### config.mk
export PLATFORM = sky130hd
export DESIGN_NAME = vec_mul_sched
export DESIGN_NICKNAME = d
export VERILOG_FILES = /design/src/rtl/vec_mul_sched.sv
export SDC_FILE = /design/constraint.sdc
export NUM_CORES = 1
export LEC_CHECK = 0
export CAP_MARGIN = 25
export CORE_ASPECT_RATIO = 1.4
export CORE_MARGIN = 3
export CORE_UTILIZATION = 50
export CTS_CLUSTER_SIZE = 28
export DETAILED_ROUTE_END_ITERATION = 8
export PLACE_DENSITY = 0.75
export SLEW_MARGIN = 20
export SYNTH_ARGS = -nofsm -noshare
export SYNTH_HDL_FRONTEND = slang
export SYNTH_SLANG_ARGS = --single-unit
### constraint.sdc
create_clock -name clk -period 20.9 [get_ports clk]
set_clock_uncertainty 0.05 [all_clocks]
set_input_delay 2.09 -clock clk [delete_from_list [all_inputs] [get_ports clk]]
set_output_delay 2.09 -clock clk [all_outputs]
set_load 0.005 [all_outputs]
### src/rtl/vec_mul_sched.sv
// Serial element-wise vector multiply: sequences one shared multiplier over N
// operand pairs, capturing each product into the result bank on mul_valid.
module vec_mul_sched #(
  parameter int N       = 5,
  parameter int WIDTH   = 32,
  parameter int TIMEOUT = 64
) (
  input  logic                   clk,
  input  logic                   reset,
  input  logic                   start,
  output logic                   busy,
  output logic                   valid,
  output logic                   err,
  input  logic                   ld_en,
  input  logic [$clog2(N)-1:0]   ld_addr,
  input  logic [WIDTH-1:0]       ld_a,
  input  logic [WIDTH-1:0]       ld_b,
  output logic [N*WIDTH-1:0]     x_flat,
  output logic [WIDTH-1:0]       mul_a,
  output logic [WIDTH-1:0]       mul_b,
  output logic                   mul_start,
  input  logic [WIDTH-1:0]       mul_result,
  input  logic                   mul_valid,
  input  logic                   mul_busy,
  output logic [1:0]             dbg_state
);

  // Handshake: start is accepted only in IDLE (busy=0); valid pulses for one
  // cycle at run end with err qualifying it. Toward the multiplier, mul_start
  // fires only when mul_busy=0, and mul_valid is honoured only while waiting.

  localparam int AW = $clog2(N);
  localparam int CW = $clog2(TIMEOUT);

  localparam logic [1:0] S_IDLE  = 2'd0;
  localparam logic [1:0] S_ISSUE = 2'd1;
  localparam logic [1:0] S_WAIT  = 2'd2;
  localparam logic [1:0] S_DONE  = 2'd3;

  logic [1:0]       state;
  logic [AW-1:0]    idx;
  logic [CW-1:0]    cnt;
  logic [WIDTH-1:0] a [N];
  logic [WIDTH-1:0] b [N];
  logic [WIDTH-1:0] x [N];
  logic             ld_ok;

  // Addresses past the last element are dropped rather than aliased.
  assign ld_ok = ({1'b0, ld_addr} < (AW+1)'(N));

  always_ff @(posedge clk or posedge reset) begin
    if (reset) begin
      state <= S_IDLE;
      idx   <= '0;
      cnt   <= '0;
      err   <= 1'b0;
      for (int i = 0; i < N; i++) begin
        a[i] <= '0;
        b[i] <= '0;
        x[i] <= '0;
      end
    end else begin
      if (ld_en && ld_ok && (state == S_IDLE)) begin
        a[ld_addr] <= ld_a;
        b[ld_addr] <= ld_b;
      end
      case (state)
        S_IDLE: begin
          if (start) begin
            err   <= 1'b0;
            idx   <= '0;
            state <= S_ISSUE;
          end
        end
        S_ISSUE: begin
          if (!mul_busy) begin
            cnt   <= '0;
            state <= S_WAIT;
          end
        end
        S_WAIT: begin
          if (mul_valid) begin
            x[idx] <= mul_result;
            if (idx == AW'(N-1)) begin
              state <= S_DONE;
            end else begin
              idx   <= idx + 1'b1;
              state <= S_ISSUE;
            end
          end else if (cnt == CW'(TIMEOUT-1)) begin
            // Abort: remaining results keep whatever the previous run left.
            err   <= 1'b1;
            state <= S_DONE;
          end else begin
            cnt <= cnt + 1'b1;
          end
        end
        S_DONE:  state <= S_IDLE;
        default: state <= S_IDLE;
      endcase
    end
  end

  // Decoded straight from state so reset removes them without waiting a clock.
  assign busy      = (state != S_IDLE);
  assign valid     = (state == S_DONE);
  assign mul_start = (state == S_ISSUE) && !mul_busy;
  assign mul_a     = ((state == S_ISSUE) || (state == S_WAIT)) ? a[idx] : '0;
  assign mul_b     = ((state == S_ISSUE) || (state == S_WAIT)) ? b[idx] : '0;
  assign dbg_state = state;

  for (genvar g = 0; g < N; g++) begin : g_x
    assign x_flat[g*WIDTH +: WIDTH] = x[g];
  end

endmodule
==> flow_summary.yaml <==
status:
  status: "finished clean"
cells_and_area:
  drive_gt1_frac: 0.321
  final_cell_mix: "491 x dfrtp_1, 334 x clkdlybuf4s50_1, 294 x mux2_2"
  finalNonFillerCells: 2382
  area_growth_pct: 23.1
  final_util: 0.626
  final_common_cell: "dfrtp_1"
  fillers: 3287
  fin_nets: 1907
die:
  fp.dieH_um: 254
  die_area_um2: 46500
  die-width_um: 183
  ioPinCount: 335
  num_rows: 90
  core_um2: 43200
  start_util: 0.508
routing:
  via_count: 13600
  route.met2.wl_mm: 28.1
  route.detailed.drc: 0
  ant_nets: 0
  wl_per_cell_um: 22.2
  wl_met3_mm: 2.58
  wl_met1_mm: 20.9
  dr.first_iter.drc_count: 846
  routed.top_layer: "met5"
  via_per_inst: 5.69
  wl_mm: 52.9
  dr.pass1.iters: 4
clocking:
  cts.hold.buffers_added: 0
  clock_latency_ns: 0.55
  cts_resized: 0
  numClockSinks: 492
  h-tree-depth: 2
  cts_made_buffers: 47
  cts_max_path_buffers: 3
  path_clk_slew_ns: 0.06
  clockRootBuffer: "clkbuf_16"
  cts_tree: "done"
  postCtsSetupBuffers: 0
yosys:
  synth_area_leaders: "dfrtp_1 56%, mux2_2 15%, mux2_4 12%, mux2i_1 3.0%, a22oi_1 2.2%"
  yosys.area.top_type: "dfrtp_1"
  synth_edf_count: 0
  synth_area_um2: 22000
  ys_ff_latch: 492
  synthFlopType: "dfrtp_1"
  yosysTopAreaCellShare: 0.560
  synthDistinctLibCells: 43
  syn_nets: 1596
  synth_cells: 1483
  syn_avg_cell_area_um2: 14.8
  yosys_warnings: 0
  yosysSeqAreaShare: 0.560
  ys_async_sr_fraction: 1.00
placed_design:
  place.gp.congestion: 0.808
  placedCellCount: 2297
  portBuffers: 334
  dp_hpwl_mm: 33.6
critical_path:
  start_kind: "flop"
  reg2reg_depth: 7
  rr_startpoint: "dbg_state[0]"
  r2r_slack_ns: 17.69
  rr_endpoint: "b[0]"
  endpoint_kind: "output pin"
  required_ns: 18.76
  arrival_ns: 4.19
  critPathKind: "reg2out"
  cp_max_fo: 50
global_route:
  grt_max_degree: 169
  grt-ovfl-total: 0
  grt_first_pass_wirelength_mm: 84.0
  grt_pass1_vias: 14800
  antenna_found_initial: 2
  grt_util_all_layers: 0.227
pwr:
  power.density_nw_per_um2: 146
  p_sw_mw: 1.15
  pwr-share-seq: 0.411
  p_int_mw: 2.79
  p_leak_nw: 12.3
  switching_share: 0.292
  pwr-share-clk: 0.211
  peakVddDrop_uv: 91.3
  p_comb_frac: 0.378
job:
  cap_violations: 0
sta:
  hold_violations: 0
  grt_setup_unrepaired: "no"
  finalSetupTns_ns: 0
  post-route-period-util: 0.303
  whs_ns: 0.440
  setup_viol: 0
  slew_headroom: 0.308
  slew_violations: 0
  fmax_mhz: 158
  worst_slew_pin_slew_ns: 1.04
  period_minus_slack_ns: 6.33
worst_hold_path:
  hold_end: "x_flat[131]"
  hp-start: "x_flat[131]"
  whs_path_depth: 1
  hold_class: "reg2reg"
==> critical path: stages (launching register included) <==
cell	delay, ns
dfrtp_4	0.73
buf_4	0.49
nor3_4	0.66
buf_4	0.71
a22oi_1	0.18
a21boi_1	0.25
clkdlybuf4s50_1	0.54
==> cell families (layout without fill, tap and decap cells) <==
| group | Yosys count | in the layout | share of synthesized area |
|---|---|---|---|
| mux | 546 | 546 | 0.307 |
| flops | 492 | 492 | 0.560 |
| simple gates | 110 | 110 | 0.0260 |
| compound gates | 224 | 224 | 0.0681 |
| fa+ha+maj | 8 | 8 | 0.00456 |
| buf+inv | 103 | 449 | 0.0342 |
| other cells | 0 | 1 | 0 |
==> worst max path at each step <==
stage            from   endpoint  slack (ns)
4_1_cts        idx[0]  mul_b[17]       14.53
6_report       idx[0]  mul_b[17]       14.57
2_1_floorplan   reset       a[0]        5.03
3_3_place_gp   idx[0]   mul_a[4]       15.11
3_5_place_dp   idx[0]   mul_a[4]       15.15
5_1_grt        idx[0]  mul_b[27]       14.38
==> power groups by stage <==
stage               clock (mW)  combinational, mW  sequential (mW)
global route             0.889               1.61             1.67
finish                   0.830               1.49             1.62
global placement             0               1.46             1.61
detailed placement           0               1.50             1.63
floorplan                    0              0.887             1.57
CTS                      0.849               1.51             1.62
==> synth_stat cells, types with 4 or more instances <==
cell        n
a21boi_0    9
a21boi_1   55
a21oi_1    74
a22oi_1    64
a31oi_1     6
a41oi_1     4
buf_12      6
buf_2      40
buf_4      18
buf_6      20
clkbuf_1    7
dfrtp_1   492
ha_1        8
inv_1      10
mux2_1      6
mux2_2    294
mux2_4    180
mux2i_1    66
nand2_1    11
nand2b_1    6
nand3_1     5
nor2_1     69
nor3_4      5
==> layer usage <==
metal,vias up,global-route usage
met5,-,0
met4,2,0.0660
met3,77,0.0347
met2,397,0.414
met1,7129,0.278
li1,5946,-
==> registers in the layout, indices dropped and copies added (netlist names) <==
| register | count |
|---|---|
| x_flat | 160 |
| idx | 3 |
| dbg_state | 2 |
| b | 160 |
| err | 1 |
| cnt | 6 |
| a | 160 |
==> per-stage QoR <==
step	total power [mW]	worst slack (ns)	instance area (um2)
after global placement	3.07	15.11	25500
after detailed placement	3.13	15.15	25500
final	3.94	14.57	27100
after CTS	3.98	14.53	27000
after global routing	4.17	14.38	27100
after floorplan	2.45	5.03	22000
==> final cells by class <==
type / count / area (um2) / area share
Timing Repair Buffer: 354 / 3550 / 0.131
Sequential cell: 492 / 12300 / 0.455
Multi-Input combinational cell: 888 / 8950 / 0.331
Inverter: 11 / 48.8 / 0.00180
Clock buffer: 70 / 1410 / 0.0519
Tap cell: 552 / 691 / 0.0255
Antenna cell: 1 / 2.50 / 0.0000925
Clock inverter: 14 / 97.6 / 0.00361
No activity file was read; power rests on OpenSTA's default activity.
